==> src/rtl/uart_cmd_fifo_wrapper.sv <==
// Command/response framing between a UART and the command processor: multi-byte
// commands queued in a first-word-fall-through FIFO, multi-byte responses serialised MSB first.

module uart #(
    parameter int CLKS_PER_BIT = 2604
) (
    input  logic       clk,
    input  logic       rst_n,
    input  logic       RX,
    output logic       TX,
    output logic       rx_rdy,
    input  logic       clr_rx_rdy,
    output logic [7:0] rx_data,
    input  logic       trmt,
    input  logic [7:0] tx_data,
    output logic       tx_done
);
    localparam int BW = $clog2(CLKS_PER_BIT + 1);
    localparam logic [BW-1:0] BIT_LAST = BW'(CLKS_PER_BIT - 1);
    localparam logic [BW-1:0] BIT_HALF = BW'(CLKS_PER_BIT / 2);

    logic [9:0]    tx_sr;
    logic [BW-1:0] tx_baud;
    logic [3:0]    tx_bits;
    logic          tx_busy;

    // Frame is {stop, data, start}, shifted out LSB first; ones refill so the line idles high.
    always_ff @(posedge clk or negedge rst_n) begin
        if (!rst_n) begin
            tx_sr   <= '1;
            tx_baud <= '0;
            tx_bits <= '0;
            tx_busy <= 1'b0;
            tx_done <= 1'b0;
        end else if (trmt) begin
            tx_sr   <= {1'b1, tx_data, 1'b0};
            tx_baud <= '0;
            tx_bits <= '0;
            tx_busy <= 1'b1;
            tx_done <= 1'b0;
        end else if (tx_busy) begin
            if (tx_baud == BIT_LAST) begin
                tx_baud <= '0;
                tx_sr   <= {1'b1, tx_sr[9:1]};
                if (tx_bits == 4'd9) begin
                    tx_busy <= 1'b0;
                    tx_done <= 1'b1;
                end else begin
                    tx_bits <= tx_bits + 4'd1;
                end
            end else begin
                tx_baud <= tx_baud + BW'(1);
            end
        end
    end

    assign TX = tx_sr[0];

    logic          rx_meta, rx_s, rx_busy;
    logic [BW-1:0] rx_baud;
    logic [3:0]    rx_bits;
    logic [7:0]    rx_sr;

    // Start edge preloads the baud counter to half a bit so every sample lands mid-bit.
    always_ff @(posedge clk or negedge rst_n) begin
        if (!rst_n) begin
            rx_meta <= 1'b1;
            rx_s    <= 1'b1;
            rx_busy <= 1'b0;
            rx_baud <= '0;
            rx_bits <= '0;
            rx_sr   <= '0;
            rx_rdy  <= 1'b0;
        end else begin
            rx_meta <= RX;
            rx_s    <= rx_meta;
            if (clr_rx_rdy)
                rx_rdy <= 1'b0;
            if (!rx_busy) begin
                if (!rx_s) begin
                    rx_busy <= 1'b1;
                    rx_baud <= BIT_HALF;
                    rx_bits <= '0;
                end
            end else if (rx_baud == BIT_LAST) begin
                rx_baud <= '0;
                rx_bits <= rx_bits + 4'd1;
                if (rx_bits == 4'd0) begin
                    if (rx_s)
                        rx_busy <= 1'b0;
                end else if (rx_bits == 4'd9) begin
                    rx_busy <= 1'b0;
                    if (rx_s)
                        rx_rdy <= 1'b1;
                end else begin
                    rx_sr <= {rx_s, rx_sr[7:1]};
                end
            end else begin
                rx_baud <= rx_baud + BW'(1);
            end
        end
    end

    assign rx_data = rx_sr;
endmodule

module uart_cmd_fifo_wrapper #(
    parameter int CMD_BYTES    = 2,
    parameter int RESP_BYTES   = 1,
    parameter int FIFO_DEPTH   = 4,
    parameter int TIMEOUT_CLKS = 2_500_000,
    parameter int CLKS_PER_BIT = 2604
) (
    input  logic                    clk,
    input  logic                    rst_n,
    input  logic                    RX,
    output logic                    TX,
    input  logic                    clr_cmd_rdy,
    output logic                    cmd_rdy,
    output logic [8*CMD_BYTES-1:0]  cmd,
    input  logic                    trmt,
    input  logic [8*RESP_BYTES-1:0] resp,
    output logic                    tx_done,
    output logic                    resp_busy,
    output logic                    cmd_ovf,
    output logic                    rx_timeout
);
    localparam int CW  = 8 * CMD_BYTES;
    localparam int RW  = 8 * RESP_BYTES;
    localparam int BCW = $clog2(CMD_BYTES + 1);
    localparam int AW  = $clog2(FIFO_DEPTH);
    localparam int TW  = (TIMEOUT_CLKS > 1) ? $clog2(TIMEOUT_CLKS) : 1;
    localparam int RBW = $clog2(RESP_BYTES + 1);
    localparam logic [BCW-1:0] BC_LAST = BCW'(CMD_BYTES - 1);
    localparam logic [AW:0]    DEPTH_C = (AW + 1)'(FIFO_DEPTH);
    localparam logic [TW-1:0]  TO_LAST = TW'((TIMEOUT_CLKS > 0) ? TIMEOUT_CLKS - 1 : 0);
    localparam logic [RBW-1:0] RB_LAST = RBW'(RESP_BYTES - 1);

    // Handshakes: a level *_rdy flag is held by its producer until the consumer pulses clr_*
    // for one clock; the UART byte flag is acknowledged in the same cycle it is seen.
    logic       uart_rx_rdy, uart_trmt, uart_tx_done;
    logic [7:0] uart_rx_data, uart_tx_data;

    uart #(.CLKS_PER_BIT(CLKS_PER_BIT)) u_uart (
        .clk        (clk),
        .rst_n      (rst_n),
        .RX         (RX),
        .TX         (TX),
        .rx_rdy     (uart_rx_rdy),
        .clr_rx_rdy (uart_rx_rdy),
        .rx_data    (uart_rx_data),
        .trmt       (uart_trmt),
        .tx_data    (uart_tx_data),
        .tx_done    (uart_tx_done)
    );

    logic [CW-1:0]  cmd_sr, new_word;
    logic [BCW-1:0] byte_cnt;
    logic [TW-1:0]  idle_cnt;
    logic           push, expire;

    assign new_word = (cmd_sr << 8) | CW'(uart_rx_data);
    assign push     = uart_rx_rdy && (byte_cnt == BC_LAST);
    assign expire   = (TIMEOUT_CLKS != 0) && !uart_rx_rdy && (byte_cnt != '0) && (idle_cnt == TO_LAST);

    always_ff @(posedge clk or negedge rst_n) begin
        if (!rst_n) begin
            cmd_sr     <= '0;
            byte_cnt   <= '0;
            idle_cnt   <= '0;
            rx_timeout <= 1'b0;
        end else begin
            rx_timeout <= 1'b0;
            if (uart_rx_rdy) begin
                idle_cnt <= '0;
                cmd_sr   <= new_word;
                byte_cnt <= push ? '0 : byte_cnt + BCW'(1);
            end else if (expire) begin
                idle_cnt   <= '0;
                cmd_sr     <= '0;
                byte_cnt   <= '0;
                rx_timeout <= 1'b1;
            end else if (byte_cnt != '0) begin
                idle_cnt <= idle_cnt + TW'(1);
            end
        end
    end

    logic [CW-1:0] mem [FIFO_DEPTH];
    logic [AW-1:0] wr_ptr, rd_ptr;
    logic [AW:0]   count;
    logic          empty, full, pop, do_push;

    assign empty   = (count == '0);
    assign full    = (count == DEPTH_C);
    assign pop     = clr_cmd_rdy && !empty;
    // A pop in the same cycle frees the slot, so a full FIFO still accepts the push.
    assign do_push = push && (!full || pop);

    always_ff @(posedge clk or negedge rst_n) begin
        if (!rst_n) begin
            wr_ptr  <= '0;
            rd_ptr  <= '0;
            count   <= '0;
            cmd_ovf <= 1'b0;
        end else begin
            cmd_ovf <= push && full && !pop;
            if (do_push)
                wr_ptr <= wr_ptr + AW'(1);
            if (pop)
                rd_ptr <= rd_ptr + AW'(1);
            count <= count + (AW + 1)'(do_push) - (AW + 1)'(pop);
        end
    end

    always_ff @(posedge clk) begin
        if (do_push)
            mem[wr_ptr] <= new_word;
    end

    assign cmd_rdy = !empty;
    assign cmd     = mem[rd_ptr];

    typedef enum logic [1:0] {TX_IDLE, TX_SEND, TX_WAIT} tx_state_t;
    tx_state_t      state, state_nxt;
    logic [RW-1:0]  resp_sr;
    logic [RBW-1:0] bytes_left;

    always_comb begin
        state_nxt = state;
        uart_trmt = 1'b0;
        case (state)
            TX_IDLE: if (trmt) state_nxt = TX_SEND;
            TX_SEND: begin
                uart_trmt = 1'b1;
                state_nxt = TX_WAIT;
            end
            TX_WAIT: if (uart_tx_done) state_nxt = (bytes_left != '0) ? TX_SEND : TX_IDLE;
            default: state_nxt = TX_IDLE;
        endcase
    end

    always_ff @(posedge clk or negedge rst_n) begin
        if (!rst_n) begin
            state      <= TX_IDLE;
            resp_sr    <= '0;
            bytes_left <= '0;
            tx_done    <= 1'b0;
        end else begin
            state <= state_nxt;
            if (state == TX_IDLE && trmt) begin
                resp_sr    <= resp;
                bytes_left <= RB_LAST;
                tx_done    <= 1'b0;
            end else if (state == TX_WAIT && uart_tx_done) begin
                if (bytes_left != '0) begin
                    resp_sr    <= resp_sr << 8;
                    bytes_left <= bytes_left - RBW'(1);
                end else begin
                    tx_done <= 1'b1;
                end
            end
        end
    end

    assign uart_tx_data = resp_sr[RW-1 -: 8];
    assign resp_busy    = (state != TX_IDLE);
endmodule

==> config.mk <==
export PLATFORM = sky130hd
export DESIGN_NAME = uart_cmd_fifo_wrapper
export DESIGN_NICKNAME = d
export VERILOG_FILES = /design/src/rtl/uart_cmd_fifo_wrapper.sv
export SDC_FILE = /design/constraint.sdc
export NUM_CORES = 1
export LEC_CHECK = 0
export ABC_AREA = 0
export CAP_MARGIN = 40
export CORE_AREA = 2 2 124 126
export CTS_CLUSTER_SIZE = 8
export DETAILED_ROUTE_END_ITERATION = 8
export DIE_AREA = 0 0 126 128
export PLACE_DENSITY = 0.71
export SLEW_MARGIN = 20
export SYNTH_ARGS = -nofsm -noshare
export SYNTH_HDL_FRONTEND = slang
export SYNTH_SLANG_ARGS = --single-unit
==> constraint.sdc <==
create_clock -name clk -period 2.6 [get_ports clk]
set_input_delay 0.52 -clock clk [delete_from_list [all_inputs] [get_ports clk]]
set_output_delay 0.52 -clock clk [all_outputs]
set_load 0.02 [all_outputs]
==> results.py <==
metrics = {
    "worst_setup_path": {
        "path_cells": "buf_12 > mux4_2 > dlygate4sd2_1",
        "ff2ff_path_depth": 4,
        "crit_slowest_cell": "mux4_2",
        "start_kind": "flip-flop",
        "slowest_delay_ns": 0.54,
        "worst-path-max-fanout": 15,
        "path_buf_inv": 2,
        "crit_cells": 3,
        "path_delay_family": "multiplexers",
        "cp_data_arrival_time_ns": 1.94,
        "setup.worst_path.end_class": "output pin",
        "crit_type": "reg -> out",
        "crit_required_ns": 2.08,
    },
    "power": {
        "vdd_ir_drop_max_uv": 474,
        "power_density_mw_per_mm2": 730,
        "internal-power_mw": 4.72,
        "switching_share_pct": 25.3,
        "share_seq_of_total_power_pct": 51.1,
        "netSwitchingPower_mw": 1.60,
        "combPwrFrac_pct": 13.4,
        "power.share.clock_pct": 35.6,
        "p_leak_nw": 3.80,
    },
    "timing": {
        "rsz0062_at_grt": "no",
        "finalHoldViolCount": 0,
        "fin_skew_ns": 0.00827,
        "finalCriticalPeriod_ns": 2.46,
        "slew_headroom_pct": 53.6,
        "maxSlewViolCount": 0,
        "max_freq_mhz": 407,
        "setup_slack_ns": 0.144,
        "worst_pin_slew_ns": 0.691,
        "setup_viol": 0,
        "period_share_pct": 94.5,
    },
    "hold_path": {
        "holdCritPathClass": "in -> async",
    },
    "cells_and_area": {
        "layout-drive-gt1-share_pct": 15.0,
        "stdcell_count": 854,
        "fill_cells": 1209,
        "fin_nets": 681,
        "diodes": 0,
        "syn_to_final_growth_pct": 16.3,
    },
    "place": {
        "dp_hpwl_mm": 9.10,
        "io_buffers": 34,
        "place.gp.congestion": 0.880,
        "post-place-cells": 818,
        "pre_cts_slack_ns": -0.103,
    },
    "synthesis": {
        "ys.flop_type": "dfrtp_1",
        "synth_area_leaders": "dfrtp_1 32%, edfxtp_1 26%, mux4_2 4.8%, dfstp_2 3.9%, nand2_1 3.5%",
        "synth_cell_types": 47,
        "synth_top_cell_area_share_pct": 32.3,
        "synth_common_cells": "96 x dfrtp_1, 70 x nand2_1, 64 x edfxtp_1",
        "synth-edff-count": 64,
        "synth_nets": 626,
        "syn_inst": 598,
        "yosysTopAreaCell": "dfrtp_1",
        "syn_area_per_cell_um2": 12.4,
        "seq_area_frac_synth_pct": 62.0,
        "synthArstFlopShare_pct": 62.6,
        "yosysWarnings": 0,
        "netlist_area_mm2": 0.00744,
        "synth_seq_cells": 171,
        "yosysMostFrequentCell": "dfrtp_1",
    },
    "global_routing": {
        "grt_pass1_vias": 4836,
        "grt_max_degree": 35,
        "grt_pass1_wl_mm": 23.3,
        "antenna_found_initial": 0,
        "grt_usage_pct": 18.2,
        "grt_overflow": 0,
    },
    "floorplanning": {
        "die_y_um": 128,
        "num_rows": 45,
        "ios": 35,
        "core_mm2": 0.0149,
        "initial_utilization_pct": 50.0,
        "die_area_mm2": 0.0161,
        "fp.dieW_um": 126,
    },
    "clock_network": {
        "clockRootBuffer": "clkbuf_16",
        "ctsHoldBuffers": 0,
        "cts_made_buffers": 17,
        "clk_latency_ns": 0.42,
        "clk_transition_reported_paths_ns": 0.06,
        "cts_tree": "done",
        "htreeDepth": 4,
        "cts.sinks": 171,
        "clockBufferDepth": 2,
    },
    "route": {
        "routed_wl_mm": 13.5,
        "drcViolationCount": 0,
        "via_count": 4741,
        "drtAntennaViolNets": 0,
        "firstDrtPassIters": 5,
        "drtIter0Drc": 278,
        "post_drt_wl_per_cell_um": 15.9,
        "via_per_inst": 5.55,
    },
    "run": {
        "drv_cap": 0,
    },
    "status": {
        "status": "complete, no violations",
    },
}
[final cells by class]
cell class | count | area, um2 | area share, %
sequential | 171 | 4610 | 53.3
multi-input combinational | 393 | 2690 | 31.1
timing repair buffer | 55 | 532 | 6.15
clock buffer | 21 | 450 | 5.21
tap | 188 | 235 | 2.72
clock inverter | 11 | 71.3 | 0.824
inverter | 15 | 56.3 | 0.651
[cell families after synthesis]
| logic type | Yosys count | share of synthesized area, % |
|---|---|---|
| compound gates | 68 | 5.06 |
| xor+xnor | 32 | 3.77 |
| fa+ha+maj | 15 | 2.62 |
| buf+inv | 34 | 1.78 |
| flops | 171 | 62.0 |
| mux | 44 | 8.92 |
| simple gates | 234 | 15.8 |
[flip-flops by register name, summed over array words and instances, names as in the netlist, 2 cells and up]
register	count
mem	64
idle_cnt	22
u_uart.rx_baud	12
u_uart.tx_baud	12
u_uart.tx_sr	9
cmd_sr	8
resp_sr	8
u_uart.rx_data	8
u_uart.rx_bits	4
u_uart.tx_bits	4
count	3
byte_cnt	2
rd_ptr	2
state	2
wr_ptr	2
[what timing repair did]
| action | CTS | global route |
|---|---|---|
| endpoints found under the setup margin | 15 | 0 |
| hold endpoints to repair | 0 | 0 |
| resized for setup | 16 | 0 |
| setup buffers | 0 | 0 |
[final timing paths]
check	slack, ns	start	to
min reg2reg	0.36	u_uart.rx_meta	u_uart.rx_s
min	0.04	rst_n	resp_sr[4]
max reg2reg	0.24	u_uart.rx_baud[2]	u_uart.rx_data[4]
max	0.14	rd_ptr[0]	cmd[7]
min in group clk	0.36	u_uart.rx_meta	u_uart.rx_s
max in group asynchronous	1.89	rst_n	rd_ptr[0]
[power groups by stage]
stage	Combinational (mW)	Sequential, mW	Clock (mW)
floorplan	0.635	3.20	0
global placement	0.823	3.26	0
detailed placement	0.871	3.27	0
CTS	0.871	3.22	2.29
global route	0.945	3.26	2.41
finish	0.845	3.23	2.25
[routing by layer]
| layer | up-vias | GRT usage (%) | wire length [um] |
|---|---|---|---|
| li1 | 2268 | - | - |
| met1 | 2374 | 23.8 | 6150 |
| met2 | 87 | 30.0 | 6830 |
| met3 | 12 | 3.55 | 420 |
| met4 | 0 | 7.56 | 138 |
| met5 | - | 0 | 0 |
[metrics by stage]
step | total power [mW] | setup TNS (ns) | utilization, % | instance area, um2 | hold WS [ns]
2_1_floorplan | 3.84 | 0 | - | 7440 | 0.224
4_1_cts | 6.39 | 0 | 57.8 | 8590 | 0.0469
3_3_place_gp | 4.08 | -0.0186 | 54.4 | 8090 | 0.347
5_1_grt | 6.62 | 0 | 58.2 | 8650 | 0.0674
3_5_place_dp | 4.14 | -0.103 | 54.4 | 8090 | 0.349
6_report | 6.32 | 0 | 58.2 | 8650 | 0.0360
[cell usage in the layout, fill, tap and decap left out, drive strengths merged, types with 2 or more instances in the layout]
cell type / Yosys / routed
or4b: 2 / 2
xor2: 18 / 18
a22oi: 2 / 2
inv: 15 / 18
nand4: 10 / 10
or4: 3 / 3
clkbuf: 15 / 21
dfstp: 11 / 11
mux2i: 10 / 10
nand3: 25 / 25
buf: 4 / 22
and3: 10 / 10
mux4: 16 / 16
nor2: 58 / 58
clkinv: 0 / 4
and2: 8 / 8
nand2: 70 / 70
or2: 2 / 2
nor2b: 4 / 4
mux2: 18 / 18
nor4: 9 / 9
o21ai: 35 / 35
xnor2: 14 / 14
a31oi: 6 / 6
clkinvlp: 0 / 4
dlygate4sd2: 0 / 15
nand2b: 4 / 4
nor4b: 5 / 5
and4: 7 / 7
nor3: 7 / 7
ha: 14 / 14
dfrtp: 96 / 96
edfxtp: 64 / 64
a21oi: 18 / 18
o31ai: 3 / 3
clkdlybuf4s50: 0 / 18
or3: 6 / 6
Power figures use the tool's default switching activity.
